--- src/rtl/aurora_pkg.sv ---
// rtl/aurora_pkg.sv - shared Aurora constants and types used by the rx word aligner
`ifndef ENCODER_DATA_OUT_SIZE
`define ENCODER_DATA_OUT_SIZE 10
`endif
`ifndef SYMBOL_SIZE
`define SYMBOL_SIZE `ENCODER_DATA_OUT_SIZE
`endif
`ifndef MAX_LINKS
`define MAX_LINKS 4
`endif

package aurora_pkg;

  localparam int SYMBOL_W = `SYMBOL_SIZE;

  // K28.5 comma prefix (bits a..g, bit 0 = a) for both running disparities
  localparam logic [6:0] COMMA_P = 7'b1111100;
  localparam logic [6:0] COMMA_N = 7'b0000011;

  typedef enum logic [1:0] {
    HUNT   = 2'd0,
    CHECK  = 2'd1,
    LOCKED = 2'd2
  } rx_align_state_e;

  function automatic logic is_comma(input logic [6:0] w);
    return (w == COMMA_P) || (w == COMMA_N);
  endfunction

endpackage

--- src/rtl/aurora_rx_lane_aligner.sv ---
// rtl/aurora_rx_lane_aligner.sv - one-lane comma hunter and symbol aligner (err_cnt with AURORA_RX_ERR_CNT_EN)
module aurora_rx_lane_aligner
  import aurora_pkg::*;
#(
  parameter int ALIGN_CNT = 3,
  parameter int LOSS_CNT  = 4
) (
  input  logic                clk,
  input  logic                rst,
  input  logic                enable_i,
  input  logic                serial_i,
  output logic [SYMBOL_W-1:0] symbol_o,
  output logic                valid_o,
  output logic                comma_o,
  output logic                aligned_o
`ifdef AURORA_RX_ERR_CNT_EN
  ,
  output logic [7:0]          err_cnt_o
`endif
);

  localparam logic [4:0] ALIGN_L = 5'(ALIGN_CNT);
  localparam logic [4:0] LOSS_L  = 5'(LOSS_CNT);

  // The window register keeps the 9 most recent bits; the incoming bit completes it.
  logic [SYMBOL_W-2:0] win_q, win_d;
  logic [SYMBOL_W-1:0] shift;
  logic [3:0]          bcnt_q, bcnt_d;
  logic [3:0]          good_q, good_d;
  logic [3:0]          bad_q, bad_d;
  rx_align_state_e     state_q, state_d;
  logic [SYMBOL_W-1:0] sym_q;
  logic                valid_q, comma_q;
  logic                comma, boundary, emit, realign;

  // Next-state logic: window shift, boundary counter and alignment FSM
  always_comb begin
    shift    = {serial_i, win_q};
    comma    = is_comma(shift[6:0]);
    boundary = (bcnt_q == 4'd9);
    win_d    = shift[SYMBOL_W-1:1];
    bcnt_d   = boundary ? 4'd0 : bcnt_q + 4'd1;
    state_d  = state_q;
    good_d   = good_q;
    bad_d    = bad_q;
    emit     = 1'b0;
    realign  = 1'b0;
    case (state_q)
      HUNT: begin
        if (comma) realign = 1'b1;
      end
      CHECK: begin
        if (boundary) begin
          emit = 1'b1;
          if (comma) begin
            good_d = good_q + 4'd1;
            if (({1'b0, good_q} + 5'd1) >= ALIGN_L) begin
              state_d = LOCKED;
              bad_d   = 4'd0;
            end
          end
        end else if (comma) begin
          realign = 1'b1;
        end
      end
      LOCKED: begin
        if (boundary) begin
          emit = 1'b1;
          if (comma) bad_d = 4'd0;
        end else if (comma) begin
          // Slipped comma: tolerate up to LOSS_CNT-1 before giving up lock
          if (({1'b0, bad_q} + 5'd1) >= LOSS_L) begin
            state_d = HUNT;
            bad_d   = 4'd0;
            good_d  = 4'd0;
          end else begin
            bad_d = bad_q + 4'd1;
          end
        end
      end
      default: state_d = HUNT;
    endcase
    if (realign) begin
      emit    = 1'b1;
      bcnt_d  = 4'd0;
      good_d  = 4'd1;
      bad_d   = 4'd0;
      state_d = (ALIGN_CNT == 1) ? LOCKED : CHECK;
    end
    if (!enable_i) begin
      win_d   = '0;
      bcnt_d  = 4'd0;
      good_d  = 4'd0;
      bad_d   = 4'd0;
      state_d = HUNT;
      emit    = 1'b0;
    end
  end

  // Window, counters and FSM state register
  always_ff @(posedge clk or posedge rst) begin
    if (rst) begin
      win_q   <= '0;
      bcnt_q  <= 4'd0;
      good_q  <= 4'd0;
      bad_q   <= 4'd0;
      state_q <= HUNT;
    end else begin
      win_q   <= win_d;
      bcnt_q  <= bcnt_d;
      good_q  <= good_d;
      bad_q   <= bad_d;
      state_q <= state_d;
    end
  end

  // Output register: symbol holds between strobes, cleared while the lane is off
  always_ff @(posedge clk or posedge rst) begin
    if (rst) begin
      sym_q   <= '0;
      valid_q <= 1'b0;
      comma_q <= 1'b0;
    end else begin
      valid_q <= emit;
      comma_q <= emit && comma;
      if (!enable_i) sym_q <= '0;
      else if (emit) sym_q <= shift;
    end
  end

  assign symbol_o  = sym_q;
  assign valid_o   = valid_q;
  assign comma_o   = comma_q;
  assign aligned_o = (state_q == LOCKED);

`ifdef AURORA_RX_ERR_CNT_EN
  logic [7:0] err_q;
  logic       err_evt;

  // Every off-boundary comma outside HUNT; the LOCKED->HUNT drop is one of these
  assign err_evt = enable_i && comma && !boundary && (state_q != HUNT);

  // Saturating alignment error counter
  always_ff @(posedge clk or posedge rst) begin
    if (rst) err_q <= 8'd0;
    else if (!enable_i) err_q <= 8'd0;
    else if (err_evt && (err_q != 8'hFF)) err_q <= err_q + 8'd1;
  end

  assign err_cnt_o = err_q;
`endif

endmodule

--- src/rtl/aurora_rx_aligner.sv ---
// rtl/aurora_rx_aligner.sv - multi-lane rx word aligner top (err_cnt port with AURORA_RX_ERR_CNT_EN)
`ifndef MAX_LINKS
`define MAX_LINKS 4
`endif

module aurora_rx_aligner
  import aurora_pkg::*;
#(
  parameter int LANES     = `MAX_LINKS,
  parameter int ALIGN_CNT = 3,
  parameter int LOSS_CNT  = 4
) (
  input  logic                           clk,
  input  logic                           rst,
  input  logic [LANES-1:0]               lane_enable,
  input  logic [LANES-1:0]               serial_in,
  output logic [LANES-1:0][SYMBOL_W-1:0] symbol_out,
  output logic [LANES-1:0]               symbol_valid,
  output logic [LANES-1:0]               comma_det,
  output logic [LANES-1:0]               aligned,
  output logic                           all_aligned
`ifdef AURORA_RX_ERR_CNT_EN
  ,
  output logic [LANES-1:0][7:0]          err_cnt
`endif
);

  for (genvar g = 0; g < LANES; g++) begin : g_lane
    aurora_rx_lane_aligner #(
      .ALIGN_CNT(ALIGN_CNT),
      .LOSS_CNT (LOSS_CNT)
    ) u_lane (
      .clk      (clk),
      .rst      (rst),
      .enable_i (lane_enable[g]),
      .serial_i (serial_in[g]),
      .symbol_o (symbol_out[g]),
      .valid_o  (symbol_valid[g]),
      .comma_o  (comma_det[g]),
      .aligned_o(aligned[g])
`ifdef AURORA_RX_ERR_CNT_EN
      ,
      .err_cnt_o(err_cnt[g])
`endif
    );
  end

  // Disabled lanes are ignored, but an all-off channel is never aligned
  assign all_aligned = (|lane_enable) && (&(aligned | ~lane_enable));

endmodule

--- config.mk ---
export PLATFORM = sky130hd
export DESIGN_NAME = aurora_rx_aligner
export DESIGN_NICKNAME = d
export VERILOG_FILES = /design/src/rtl/aurora_pkg.sv /design/src/rtl/aurora_rx_lane_aligner.sv /design/src/rtl/aurora_rx_aligner.sv
export SDC_FILE = /design/constraint.sdc
export NUM_CORES = 1
export LEC_CHECK = 0
export CORE_MARGIN = 5
export CORE_UTILIZATION = 52
export CTS_CLUSTER_SIZE = 8
export DETAILED_ROUTE_END_ITERATION = 16
export PLACE_DENSITY = 0.76
export SYNTH_ARGS = -nofsm -noshare
export SYNTH_HDL_FRONTEND = slang
export SYNTH_HIERARCHICAL = 1
export SYNTH_SLANG_ARGS = --single-unit
--- constraint.sdc ---
create_clock -name clk -period 2.1 [get_ports clk]
set_input_delay 0.315 -clock clk [delete_from_list [all_inputs] [get_ports clk]]
set_output_delay 0.315 -clock clk [all_outputs]
set_load 0.03 [all_outputs]
==> impl_metrics.toml <==
[outcome]
status = "finished, violations left"
violations = "setup timing"

[grt]
grt_max_degree = 36
grt_antenna_before_repair = 0
grt_usage_pct = 21.8
top_usage_layer = "met2"
grt.overflow.total = 0
grt_pass1_vias = 5918
use_met2_pct = 39.8
grt_pass1_wl_mm = 28.0
grt_use_met1_pct = 24.0
use_met3_pct = 7.04

[setup_path]
critical-path-slowest-cell = "or4b_4"
start_kind = "register"
path_class = "reg2reg"
rr_startpoint = "g_lane[3].u_lane/win_q[4]"
path_cells = "nand4_1 -> or4b_4 -> and2_4 -> or4b_4 -> a31oi_4 -> mux2_4"
critPathMaxFanout = 3
reg2reg_slack_ns = -0.24
slowest_delay_ns = 0.53
setup.worst_path.start = "g_lane[3].u_lane/win_q[4]"
cp_common_cell = "or4b_4"
cp.required_ns = 2.41
crit_arrival_ns = 2.65
end_kind = "register"

[cells_and_area]
drive_above_1_share_pct = 35.1
area_growth_pct = 42.7
antennaDiodeCount = 0
fill_cells = 817
layoutNonFillerInstCount = 1002
nets = 859

[die]
rows = 42
die_w_um = 125
die_area_um2 = 15600
die_h_um = 125
core_area_um2 = 13100
start_util_pct = 52.6
num_io_pins = 63

[detailed_routing]
wl_per_cell_um = 18.0
drtPass1Iterations = 5
drt_iter0_markers = 377
routed_wl_mm = 18.1
drcViolationCount = 0
vias_per_cell = 5.69
via_count = 5704
antenna_left = 0

[synth]
ys_types = 68
synth-compound-area-share_pct = 12.6
synthAdderAreaFrac_pct = 6.55
synth_fp_nets = 664
synth_xor_xnor_area_share_pct = 1.02
synth_simple_gate_area_share_pct = 20.2
synthCells = 618
synthMuxAreaShare_pct = 5.57
ys_warn_count = 6
synth_top_family_by_area = "simple AND/OR/NAND/NOR gates"
postSynthAreaPerCell_um2 = 11.1
synth-edff-count = 0
async_flop_share_pct = 100
ys.flop_type = "dfrtp_1"
ys_seq_area_share_pct = 50.9
syn-cell-area_um2 = 6880
ys_ff_latch = 140

[sta]
fin_crit_sh_pct = 111
worst_slack_ns = -0.240
relSlewSlack_pct = 61.7
final_hold_viol_count = 0
setup_viol = 46
finalCriticalPeriod_ns = 2.34
finalClockSkew_ns = 0.0104
worst_pin_slew_ns = 0.570
rsz0062_at_grt = "true"
fmax_ghz = 0.427
finalMaxSlewViolations = 0

[place]
dp_slack_ns = -0.265
io_buffers = 62
gp_congestion = 0.913
dp_hpwl_mm = 11.2
dpl.cell_count = 936

[clocking]
cts_buffers = 17
postCtsHoldBufs = 0
path_clk_slew_ns = 0.06
cts_root_buffer = "clkbuf_16"
cts.htree.levels = 4
cts.sinks = 140
cts.path.max_buffers = 2
cts_tree = "done"
clock_latency_ns = 0.43

[pwr]
cellPowerDensity_nw_per_um2 = 651
leakagePower_nw = 4.53
vdd_drop_max_uv = 595

[hold_path]
hold_class = "in2async"

[job]
drv_cap = 0
[kinds of logic after synthesis]
group                    after synthesis
buffers and inverters                 51
AND/OR/NAND/NOR                      231
adder cells (fa/ha/maj)               36
multiplexers                          34
AO/OA/AOI/OAI                        118
flip-flops                           140
XOR/XNOR                               8
[cell usage after synthesis, types with 3 or more instances]
cell type  instances  area, um^2
nand3b_1           6        45.0
a21oi_1           17        85.1
and3_1             4        25.0
nor2_1            48         180
nand2b_1           6        37.5
xor2_1             4        35.0
or2_2              4        25.0
a311oi_1           3        26.3
and2_2             5        37.5
inv_1             40         150
xnor2_1            4        35.0
a31o_2             5        43.8
nor2b_1            8        50.1
or4_4              3        33.8
dfrtp_1          140        3500
nor3_4             3        48.8
a22o_1            17         149
mux2_2            26         293
and3b_1            3        26.3
a211oi_1           5        37.5
o41ai_1            4        35.0
o21ai_0           26         130
mux2i_1            6        60.1
and2_1            41         257
o2111ai_1          3        26.3
ha_1              36         450
nor3b_1            3        22.5
a31oi_1            3        18.8
o22ai_1            6        37.5
nand4_1            5        31.3
or4b_1             3        30.0
nand4b_1           3        26.3
buf_6              3        33.8
clkbuf_1           8        30.0
nand2_1           29         109
nor3_1            19        95.1
nand3_1           19        95.1
nor4_1             5        31.3
[power by group]
group	switching [mW]	internal (mW)
clock network	1.13	1.93
logic	0.275	0.222
registers	0.0655	2.76
total	1.47	4.91
[layout by cell type, fill, tap and decap left out, drive strengths merged, types with 7 or more instances in the layout]
master and count:
a22o 17, inv 40, nor2 48, mux2 28
o21ai 28, nand2 29, dfrtp 140, nor2b 8
a21oi 17, nor4 7, nand3 19, and2 47
clkbuf 22, clkdlybuf4s50 57, ha 36, buf 126
nor3 22
[final timing paths]
| check | endpoint | depth (start not counted) |
|---|---|---|
| max | g_lane[3].u_lane/bad_q[1] | 6 |
| max reg2reg | g_lane[3].u_lane/bad_q[1] | 6 |
| min reg2reg | g_lane[0].u_lane/bcnt_q[0] | 1 |
| min in group clk | g_lane[0].u_lane/bcnt_q[0] | 1 |
| min | g_lane[1].u_lane/bcnt_q[3] | 3 |
| max in group asynchronous | g_lane[1].u_lane/win_q[2] | 3 |
[through the flow]
| step | TNS (ns) | hold slack (ns) | util (%) | total power [mW] | area [um^2] |
|---|---|---|---|---|---|
| final | -3.45 | 0.376 | 75.0 | 6.39 | 9820 |
| after global routing | -6.57 | 0.464 | 75.0 | 6.62 | 9820 |
| after CTS | -1.24 | 0.382 | 71.9 | 6.39 | 9400 |
| after detailed placement | -5.47 | 0.476 | 64.1 | 3.30 | 8390 |
| after global placement | -2.38 | 0.469 | 64.1 | 3.27 | 8390 |
| after floorplan | -0.427 | 0.448 | - | 3.13 | 6920 |
[state kept, by name, indices dropped and copies added (netlist names)]
register / cells
g_lane.u_lane/bad_q: 16
g_lane.u_lane/state_q: 8
g_lane.u_lane/win_q: 36
g_lane.u_lane/valid_o: 4
g_lane.u_lane/comma_o: 4
g_lane.u_lane/good_q: 16
g_lane.u_lane/symbol_o: 40
g_lane.u_lane/bcnt_q: 16
[final cells by class]
type                       count  area [um^2]  area share, %
clock buffer                  22          464           4.73
clock inverter                10          140           1.43
inverter                      40          150           1.53
multi-input combinational    427         3690           37.5
sequential                   140         3500           35.7
tap                          176          220           2.24
timing repair buffer         187         1650           16.8
[metal layers]
| layer | share of wire (%) | wire length (um) |
|---|---|---|
| met5 | 0 | 0 |
| met1 | 39 | 7080 |
| met2 | 53 | 9620 |
| met3 | 5.2 | 932 |
| met4 | 2.3 | 415 |
[timing repair]
item | 4_1_cts | 5_1_grt
gates cloned | 0 | 0
setup buffers | 17 | 19
endpoints found under the setup margin | 70 | 85
pin swaps | 26 | 34
resized for setup | 74 | 60
[critical path: cells and delay by family, from the launching register on]
kind             cells  cell delay (ns)
multiplexers         1             0.32
flip-flops           1             0.39
AO/OA/AOI/OAI        1             0.23
AND/OR/NAND/NOR      4             1.28
No activity file was read; power rests on OpenSTA's default activity.
